==> config.mk <==
export PLATFORM = sky130hd
export DESIGN_NAME = mem_access_unit_flat
export DESIGN_NICKNAME = d
export VERILOG_FILES = /design/src/rtl/mem_access_unit_if.sv /design/src/rtl/mem_access_unit.sv /design/src/flat_wrapper.sv
export SDC_FILE = /design/constraint.sdc
export NUM_CORES = 1
export LEC_CHECK = 0
export BUFFER_PORTS_ARGS = -buffer_cell sky130_fd_sc_hd__buf_2
export CAP_MARGIN = 30
export CORE_ASPECT_RATIO = 0.7
export CORE_MARGIN = 1
export CORE_UTILIZATION = 55
export DETAILED_ROUTE_END_ITERATION = 12
export PLACE_DENSITY = 0.89
export SYNTH_ARGS = -nofsm -noshare
export SYNTH_HDL_FRONTEND = slang
export SYNTH_SLANG_ARGS = --single-unit
==> constraint.sdc <==
create_clock -name clk -period 10.4 [get_ports clk]
set_clock_uncertainty 0.05 [all_clocks]
set_input_delay 2.6 -clock clk [delete_from_list [all_inputs] [get_ports clk]]
set_output_delay 2.6 -clock clk [all_outputs]
set_load 0.02 [all_outputs]
==> src/rtl/mem_access_unit_if.sv <==
// Pipeline-side request/response channel of mem_access_unit.
// The master (pipeline) sends one load/store request through a valid/ready
// handshake. The slave (mem_access_unit) returns a one-cycle completion
// pulse with the load data and an error flag.
//   req_valid/req_ready  : request handshake
//   req_rw/addr/wdata    : store (1) or load (0), byte address, right-justified store data
//   req_size/req_signed  : 00 byte, 01 half, 10 word, 11 illegal; sign-extend the load
//   resp_valid/rdata/err : completion pulse, extended load data, error qualifier
//   busy                 : pipeline stall, the inverse of req_ready
interface mem_access_unit_if;
    logic        req_valid;
    logic        req_ready;
    logic        req_rw;
    logic [31:0] req_addr;
    logic [31:0] req_wdata;
    logic [1:0]  req_size;
    logic        req_signed;
    logic        resp_valid;
    logic [31:0] resp_rdata;
    logic        resp_err;
    logic        busy;

    modport master (
        output req_valid, req_rw, req_addr, req_wdata, req_size, req_signed,
        input  req_ready, resp_valid, resp_rdata, resp_err, busy
    );

    modport slave (
        input  req_valid, req_rw, req_addr, req_wdata, req_size, req_signed,
        output req_ready, resp_valid, resp_rdata, resp_err, busy
    );
endinterface

==> src/rtl/mem_access_unit.sv <==
// MEM-stage load/store initiator driving a big-endian data RAM port.
// Aligned accesses issue one RAM transaction. Unaligned half/word accesses
// are split into sequential byte transactions, or rejected with resp_err
// when ALLOW_UNALIGNED is 0.
//   clk, reset : rising-edge clock, asynchronous active-high reset
//   pipe       : request/response channel (slave side)
//   mem_en/rw/addr/din/size : registered RAM command outputs
//   mem_dout   : combinational, right-justified RAM read data
module mem_access_unit #(
    parameter bit ALLOW_UNALIGNED = 1'b1
) (
    input  logic             clk,
    input  logic             reset,
    mem_access_unit_if.slave pipe,
    output logic             mem_en,
    output logic             mem_rw,
    output logic [31:0]      mem_addr,
    output logic [31:0]      mem_din,
    output logic [1:0]       mem_size,
    input  logic [31:0]      mem_dout
);

    typedef enum logic [1:0] {IDLE, ACCESS, SPLIT, RESP} state_t;

    state_t      state, state_n;
    logic [31:0] cap_addr, cap_wdata, acc;
    logic [1:0]  cap_size, idx, idx_inc, idx_last;
    logic        cap_rw, cap_signed, cap_err;
    logic        accept, req_illegal, req_aligned, req_reject;

    logic        mem_en_n, mem_rw_n;
    logic [31:0] mem_addr_n, mem_din_n;
    logic [1:0]  mem_size_n;

    // Byte k of the store value in big-endian order: a halfword is moved to
    // the top of the word first so that byte 0 is always bits [31:24].
    function automatic logic [7:0] be_byte(input logic [31:0] data,
                                           input logic [1:0]  size,
                                           input logic [1:0]  k);
        logic [31:0] v;
        v = (size == 2'b01) ? {data[15:0], 16'h0000} : data;
        v = v << {k, 3'b000};
        return v[31:24];
    endfunction

    assign accept      = pipe.req_valid && (state == IDLE);
    assign req_illegal = (pipe.req_size == 2'b11);
    assign req_aligned = (pipe.req_size == 2'b00) ||
                         (pipe.req_size == 2'b01 && !pipe.req_addr[0]) ||
                         (pipe.req_size == 2'b10 && pipe.req_addr[1:0] == 2'b00);
    assign req_reject  = req_illegal || (!req_aligned && !ALLOW_UNALIGNED);
    assign idx_inc     = idx + 2'd1;
    assign idx_last    = (cap_size == 2'b01) ? 2'd1 : 2'd3;

    assign pipe.req_ready  = (state == IDLE);
    assign pipe.busy       = (state != IDLE);
    assign pipe.resp_valid = (state == RESP);
    assign pipe.resp_err   = (state == RESP) && cap_err;

    always_comb begin
        pipe.resp_rdata = '0;
        if (state == RESP && !cap_err && !cap_rw) begin
            case (cap_size)
                2'b00:   pipe.resp_rdata = {{24{cap_signed & acc[7]}}, acc[7:0]};
                2'b01:   pipe.resp_rdata = {{16{cap_signed & acc[15]}}, acc[15:0]};
                default: pipe.resp_rdata = acc;
            endcase
        end
    end

    // Next state together with the RAM command for the cycle being entered;
    // the command is registered so mem_* are clean flop outputs.
    always_comb begin
        state_n    = state;
        mem_en_n   = 1'b0;
        mem_rw_n   = 1'b0;
        mem_addr_n = '0;
        mem_din_n  = '0;
        mem_size_n = '0;
        case (state)
            IDLE: begin
                if (accept) begin
                    if (req_reject) begin
                        state_n = RESP;
                    end else if (req_aligned) begin
                        state_n    = ACCESS;
                        mem_en_n   = 1'b1;
                        mem_rw_n   = pipe.req_rw;
                        mem_addr_n = pipe.req_addr;
                        mem_size_n = pipe.req_size;
                        mem_din_n  = pipe.req_wdata;
                    end else begin
                        state_n    = SPLIT;
                        mem_en_n   = 1'b1;
                        mem_rw_n   = pipe.req_rw;
                        mem_addr_n = pipe.req_addr;
                        mem_din_n  = {24'h000000, be_byte(pipe.req_wdata, pipe.req_size, 2'd0)};
                    end
                end
            end
            ACCESS: state_n = RESP;
            SPLIT: begin
                if (idx == idx_last) begin
                    state_n = RESP;
                end else begin
                    mem_en_n   = 1'b1;
                    mem_rw_n   = cap_rw;
                    mem_addr_n = cap_addr + {30'h0, idx_inc};
                    mem_din_n  = {24'h000000, be_byte(cap_wdata, cap_size, idx_inc)};
                end
            end
            RESP:    state_n = IDLE;
            default: state_n = IDLE;
        endcase
    end

    always_ff @(posedge clk or posedge reset) begin
        if (reset) begin
            state      <= IDLE;
            mem_en     <= 1'b0;
            mem_rw     <= 1'b0;
            mem_addr   <= '0;
            mem_din    <= '0;
            mem_size   <= '0;
            cap_addr   <= '0;
            cap_wdata  <= '0;
            cap_size   <= '0;
            cap_rw     <= 1'b0;
            cap_signed <= 1'b0;
            cap_err    <= 1'b0;
            idx        <= '0;
            acc        <= '0;
        end else begin
            state    <= state_n;
            mem_en   <= mem_en_n;
            mem_rw   <= mem_rw_n;
            mem_addr <= mem_addr_n;
            mem_din  <= mem_din_n;
            mem_size <= mem_size_n;
            case (state)
                IDLE: begin
                    if (accept) begin
                        cap_addr   <= pipe.req_addr;
                        cap_wdata  <= pipe.req_wdata;
                        cap_size   <= pipe.req_size;
                        cap_rw     <= pipe.req_rw;
                        cap_signed <= pipe.req_signed;
                        cap_err    <= req_reject;
                        idx        <= '0;
                        acc        <= '0;
                    end
                end
                ACCESS: begin
                    if (!cap_rw) acc <= mem_dout;
                end
                SPLIT: begin
                    // Big-endian: earlier bytes end up more significant.
                    if (!cap_rw) acc <= {acc[23:0], mem_dout[7:0]};
                    idx <= idx_inc;
                end
                default: ;
            endcase
        end
    end

endmodule

==> src/flat_wrapper.sv <==
// flat-port wrapper written by rule: the top's interface ports become plain ports
module mem_access_unit_flat 
#(
    parameter bit ALLOW_UNALIGNED = 1'b1
)
  (clk, reset, mem_en, mem_rw, mem_addr, mem_din, mem_size, mem_dout, pipe_req_valid, pipe_req_rw, pipe_req_addr, pipe_req_wdata, pipe_req_size, pipe_req_signed, pipe_req_ready, pipe_resp_valid, pipe_resp_rdata, pipe_resp_err, pipe_busy);
  mem_access_unit_if pipe_i ();
  input  logic clk;
  input  logic reset;
  output logic mem_en;
  output logic mem_rw;
  output logic [31:0] mem_addr;
  output logic [31:0] mem_din;
  output logic [1:0] mem_size;
  input  logic [31:0] mem_dout;
  input wire logic [$bits(pipe_i.req_valid)-1:0] pipe_req_valid;
  input wire logic [$bits(pipe_i.req_rw)-1:0] pipe_req_rw;
  input wire logic [$bits(pipe_i.req_addr)-1:0] pipe_req_addr;
  input wire logic [$bits(pipe_i.req_wdata)-1:0] pipe_req_wdata;
  input wire logic [$bits(pipe_i.req_size)-1:0] pipe_req_size;
  input wire logic [$bits(pipe_i.req_signed)-1:0] pipe_req_signed;
  output wire logic [$bits(pipe_i.req_ready)-1:0] pipe_req_ready;
  output wire logic [$bits(pipe_i.resp_valid)-1:0] pipe_resp_valid;
  output wire logic [$bits(pipe_i.resp_rdata)-1:0] pipe_resp_rdata;
  output wire logic [$bits(pipe_i.resp_err)-1:0] pipe_resp_err;
  output wire logic [$bits(pipe_i.busy)-1:0] pipe_busy;
  assign pipe_i.req_valid = pipe_req_valid;
  assign pipe_i.req_rw = pipe_req_rw;
  assign pipe_i.req_addr = pipe_req_addr;
  assign pipe_i.req_wdata = pipe_req_wdata;
  assign pipe_i.req_size = pipe_req_size;
  assign pipe_i.req_signed = pipe_req_signed;
  assign pipe_req_ready = pipe_i.req_ready;
  assign pipe_resp_valid = pipe_i.resp_valid;
  assign pipe_resp_rdata = pipe_i.resp_rdata;
  assign pipe_resp_err = pipe_i.resp_err;
  assign pipe_busy = pipe_i.busy;
  mem_access_unit #(.ALLOW_UNALIGNED(ALLOW_UNALIGNED)) u_core (.clk(clk), .reset(reset), .pipe(pipe_i), .mem_en(mem_en), .mem_rw(mem_rw), .mem_addr(mem_addr), .mem_din(mem_din), .mem_size(mem_size), .mem_dout(mem_dout));
endmodule
; Word level (Yosys, flattened, before mapping)
; Cells that the tools add are included.
[totals]
reg_bits = 173
latchBits = 0
ram_bits = 0
rom_bits = 0
inputBits = 103
out_inout_bits = 104
word_cells = 90
n_memories = 0
[classes]
addsub = 2
multipliers = 0
n_div = 0
n_lt_le_gt_ge = 0
eq_ne = 12
n_shift = 1
mux = 37
n_bitwise = 2
reduce_logical = 22
[ops]
columns = cell, count
row1 = $mux 32, 12
row2 = $pmux 32 s2, 3
row3 = $pmux 32 s3, 1
row4 = $add 32x2->32, 1
row5 = $shl 32x5->32, 1
row6 = $mux 2, 10
row7 = $eq 2x2->1 const B, 4
row8 = $logic_not 2->1, 4
row9 = $mux 8, 1
row10 = $pmux 2 s4, 1
row11 = $eq 2x1->1 const B, 3
row12 = $logic_and 1x1->1, 6
row13 = $mux 1, 6
row14 = $reduce_and 2->1, 3
row15 = $ne 2x1->1 const B, 2
row16 = $ne 2x2->1 const B, 2
row17 = $pmux 1 s2, 2
row18 = $pmux 2 s2, 1
row19 = $reduce_and 4->1, 1
row20 = $reduce_bool 2->1, 2
row21 = $logic_not 1->1, 3
row22 = $reduce_bool 3->1, 1
row23 = $add 2x1->2 const B, 1
row24 = $and 1x1->1, 2
row25 = other kinds (2), 3

; Logic depth before layout (Yosys ltp)
[logic_depth]
ltp_word = 8
mapped_depth = 10
mapped_depth_nobuf = 8

; Worst setup path before layout
; No wires, ideal clock.
[synth_timing]
path_type = flip-flop to output port
start = register u_core.state[1]
end = output port pipe_resp_rdata[21]
arrival_time_ns = 1.992
required_ns = 7.750
setup_slack_ns = 5.758
stages_incl_launch_ff = 8
path_buffers = 3
path_cell_list = dfrtp_1 > ha_1 > clkbuf_1 > nand2_1 > or2_2 > buf_2 > buf_6 > a21oi_1
[synth_between]
elab_chain_len = 4
[synth_lines]
columns = element, line_no
row1 = start: declaration, mem_access_unit.sv:25  ; state_t state, state_n;
row2 = start signal: assignment, mem_access_unit.sv:134  ; state <= state_n;
row3 = $eq 2x2->1, -
row4 = net pipe_resp_valid, flat_wrapper.sv:23  ; output wire logic [$bits(pipe_i.resp_valid)-1:0] pipe_resp_valid;
row5 = $logic_and 1x1->1 (2 in a row), mem_access_unit.sv:62  ; if (state == RESP && !cap_err && !cap_rw) begin
row6 = $mux 32, mem_access_unit.sv:62
row7 = end: declaration, flat_wrapper.sv:24  ; output wire logic [$bits(pipe_i.resp_rdata)-1:0] pipe_resp_rdata;
; The timed path passes the listed nets, and every way through them passes these cells.

; Worst setup path after layout
[layout_timing]
start = register u_core.state[1]
end = output port pipe_resp_rdata[16]
[layout_between]
elab_chain_len = 4
[layout_lines]
columns = element, line_no
row1 = $eq 2x2->1, mem_access_unit.sv:62
row2 = $logic_and 1x1->1 (2 in a row), mem_access_unit.sv:62
row3 = $mux 32, mem_access_unit.sv:62
; Every way passes these cells.

==> results.tsv <==
stage	metric	value	unit
timing	max-slew violations	0	
final_layout	share of cells above drive strength 1	0.241	
pwr	Pleak	5.16	nW
synth	Post-Synth Adder-Cell Area	0.0132	
timing	RSZ-0062 raised after global routing	no	
clock_tree	cts bufs inserted	17	
drt	DR vias	7279	
die	Row Count	36	
synth	Post-Synth XOR/XNOR Area	0.0344	
synth	Primary FF master, synth	dfrtp_1	
placed_design	I/O Buffers	206	
final_layout	register area	4280	um^2
clock_tree	CTS resizes	0	
final_layout	Syn-to-layout area delta	21.5	%
synth	Async SR Flop Fraction	1.00	
timing	endpoints failing hold	0	
die	die area	15300	um^2
clock_tree	post-CTS setup buffer count	0	
synth	number of synthesized flops with an enable pin	0	
drt	DRC viols	0	
synth	largest family of logic cells by synthesized area	simple AND/OR/NAND/NOR gates	
global_route	Total GRT Usage	0.281	
synth	most area-hungry cell type in the Yosys netlist	dfrtp_1	
final_layout	fill cell count	1083	
global_route	first-pass GRT wire length	33.9	mm
drt	vias per cell	5.62	
worst_setup_path	critical-path cell list	ha_1, nand2_1, or2_2, a21oi_1, buf_2	
clock_tree	CTS tree	done	
synth	post-synth top area share	0.525	
synth	mux cell area share after synthesis	0.0124	
timing	crit path time final	4.92	ns
placed_design	placed cell area	9230	um^2
drt	DR iter-0 viols	547	
worst_setup_path	kind of critical path	reg -> out	
clock_tree	Sink Count	171	
global_route	Overflow after GRT	0	
clock_tree	hold_buf cts	0	
worst_setup_path	Crit. End Element	output port	
pwr	Tot Pwr	0.00296	W
synth	Syn Inst Count	921	
flow_run	max cap viols	0	
global_route	largest net degree at the start of global routing	103	
drt	ANT nets after route	0	
worst_setup_path	CP Data Arrival Time	2.27	ns
final_layout	most common cell after layout, fill and taps aside	nand2_1	
synth	synth unique cells	48	
final_layout	most frequent cells in the layout	nand2_1 (301), buf_2 (206), dfrtp_1 (171), o21ai_0 (79), a21oi_1 (37)	
timing	relative slew slack	0.355	
global_route	vias in the first global route	6730	
timing	Slew @ Worst Pin	0.965	ns
drt	1st-pass router iterations	7	
clock_tree	clock latency on the worst-skew pair	0.42	ns
synth	Compound-Gate Fraction of Synth Area	0.136	
die	IO Count	207	
timing	setup TNS	0	ns
synth	Synth Cell Area	8150	um^2
final_layout	nets	1204	
worst_setup_path	CP peak stage delay	0.49	ns
die	die width	147	um
worst_setup_path	CP max stage cell	or2_2	
run_status	outcome	finished, final reports clean	
drt	drt total wl	21.2	mm
synth	Post-Syn Nets	1032	
pwr	worst vdd ir	0.165	mV
placed_design	Final Wtd Congestion	0.873	
die	core area	14200	um^2
drt	wire per inst	16.4	um
clock_tree	worst-case clock buffer depth	2	
synth	top cells by area, synth	dfrtp_1 (53%), nand2_1 (14%), o21ai_0 (4.9%)	
final_layout	fin area	9900	um^2
clock_tree	clock root cell	clkbuf_16	
timing	final setup violation count	0	
worst_setup_path	worst path required time	7.75	ns
timing	fin crit share	0.473	
global_route	initial antenna violation count	0	
synth	Synth Warn #	0	
die	Die Ht	104	um
die	Initial Utilization	0.574	
synth	register area share after synthesis	0.525	
synth	Synth Register Bits	171	
clock_tree	clk slew on worst S/H paths	0.07	ns
pwr	pwr dens	299	nW/um^2
final_layout	number of diodes	0	
worst_hold_path	type of the worst min-delay path	reg -> reg	
placed_design	Final HPWL DP	14.3	mm
final_layout	Core Util, Final	0.698	
clock_tree	H-Tree Depth	4	
final_layout	Multi-input gate area	3500	um^2
timing	final worst slack	5.48	ns
placed_design	Place WS	5.84	ns
synth	post-synthesis simple-gate area fraction	0.232	
synth	syn avg cell area	8.85	um^2
timing	Peak Freq	0.203	GHz
worst_setup_path	Critical Path Source Type	register	
worst_setup_path	crit path max fanout	16	
[kinds of logic (layout without fill, tap and decap cells)]
family,after synthesis,after routing
buf+inv,91,276
compound gates,181,181
simple gates,428,428
fa+ha+maj,8,8
mux,10,10
xor+xnor,32,32
flops,171,171
[critical path: cells and delay by family, from the launching register on]
| kind | cells | cell delay (ns) |
|---|---|---|
| AO/OA/AOI/OAI | 1 | 0.15 |
| adder cells (fa/ha/maj) | 1 | 0.36 |
| buffers and inverters | 1 | 0.19 |
| flip-flops | 1 | 0.40 |
| AND/OR/NAND/NOR | 2 | 0.75 |
[through the flow]
stage | std cells | hold slack, ns
floorplan | 921 | 0.387
global placement | 1260 | 0.411
detailed placement | 1262 | 0.418
CTS | 1294 | 0.434
global route | 1296 | 0.450
finish | 1296 | 0.433
[power breakdown]
group	switching (W)	total (W)	internal (W)	leakage (nW)
Combinational	0.000767	0.00118	0.000411	2.62
Clock	0.000274	0.000657	0.000382	0.292
Sequential	0.000214	0.00113	0.000913	2.25
Total	0.00126	0.00296	0.00171	5.16
[per-layer routing]
| metal | track usage | part of all wire | wire length [um] |
|---|---|---|---|
| met2 | 0.439 | 0.47 | 9970 |
| met1 | 0.390 | 0.43 | 9230 |
| met3 | 0.0661 | 0.081 | 1730 |
| met5 | 0 | 0 | 0 |
| met4 | 0.0869 | 0.014 | 296 |
[flip-flops by register name (all words and copies together) (netlist names), 2 cells and up]
register	cells
u_core.cap_wdata	30
u_core.idx	2
u_core.mem_din	32
u_core.cap_addr	32
u_core.acc	32
u_core.mem_size	2
u_core.state	2
u_core.cap_size	2
u_core.mem_addr	32
[synth_stat cells, types with 19 or more instances]
cell	number
a21oi_1	37
a22o_1	19
and3_1	29
clkbuf_1	43
dfrtp_1	171
inv_1	29
nand2_1	302
nand3_1	29
nor2_1	27
o21ai_0	79
xor2_1	27
[layout make-up]
cell class,count,area share
flip-flops and latches,171,0.432
multi-input cells,659,0.354
repair buffers,214,0.116
clock buffers,17,0.0430
well taps,190,0.0240
clock inverters,15,0.0188
inverters,30,0.0119
[path summary, 6_finish.rpt]
kind	startpoint	to	slack [ns]	depth (start not counted)
min in group asynchronous	reset	u_core.mem_din[25]	2.26	2
max in group asynchronous	reset	u_core.mem_din[6]	6.77	4
max	u_core.state[1]	pipe_resp_rdata[16]	5.48	5
min	u_core.acc[16]	u_core.acc[16]	0.43	2
max reg2reg	u_core.state[0]	u_core.state[0]	7.30	7
min reg2reg	u_core.acc[16]	u_core.acc[16]	0.43	2
Note: power is estimated with default switching activity, not from simulation.
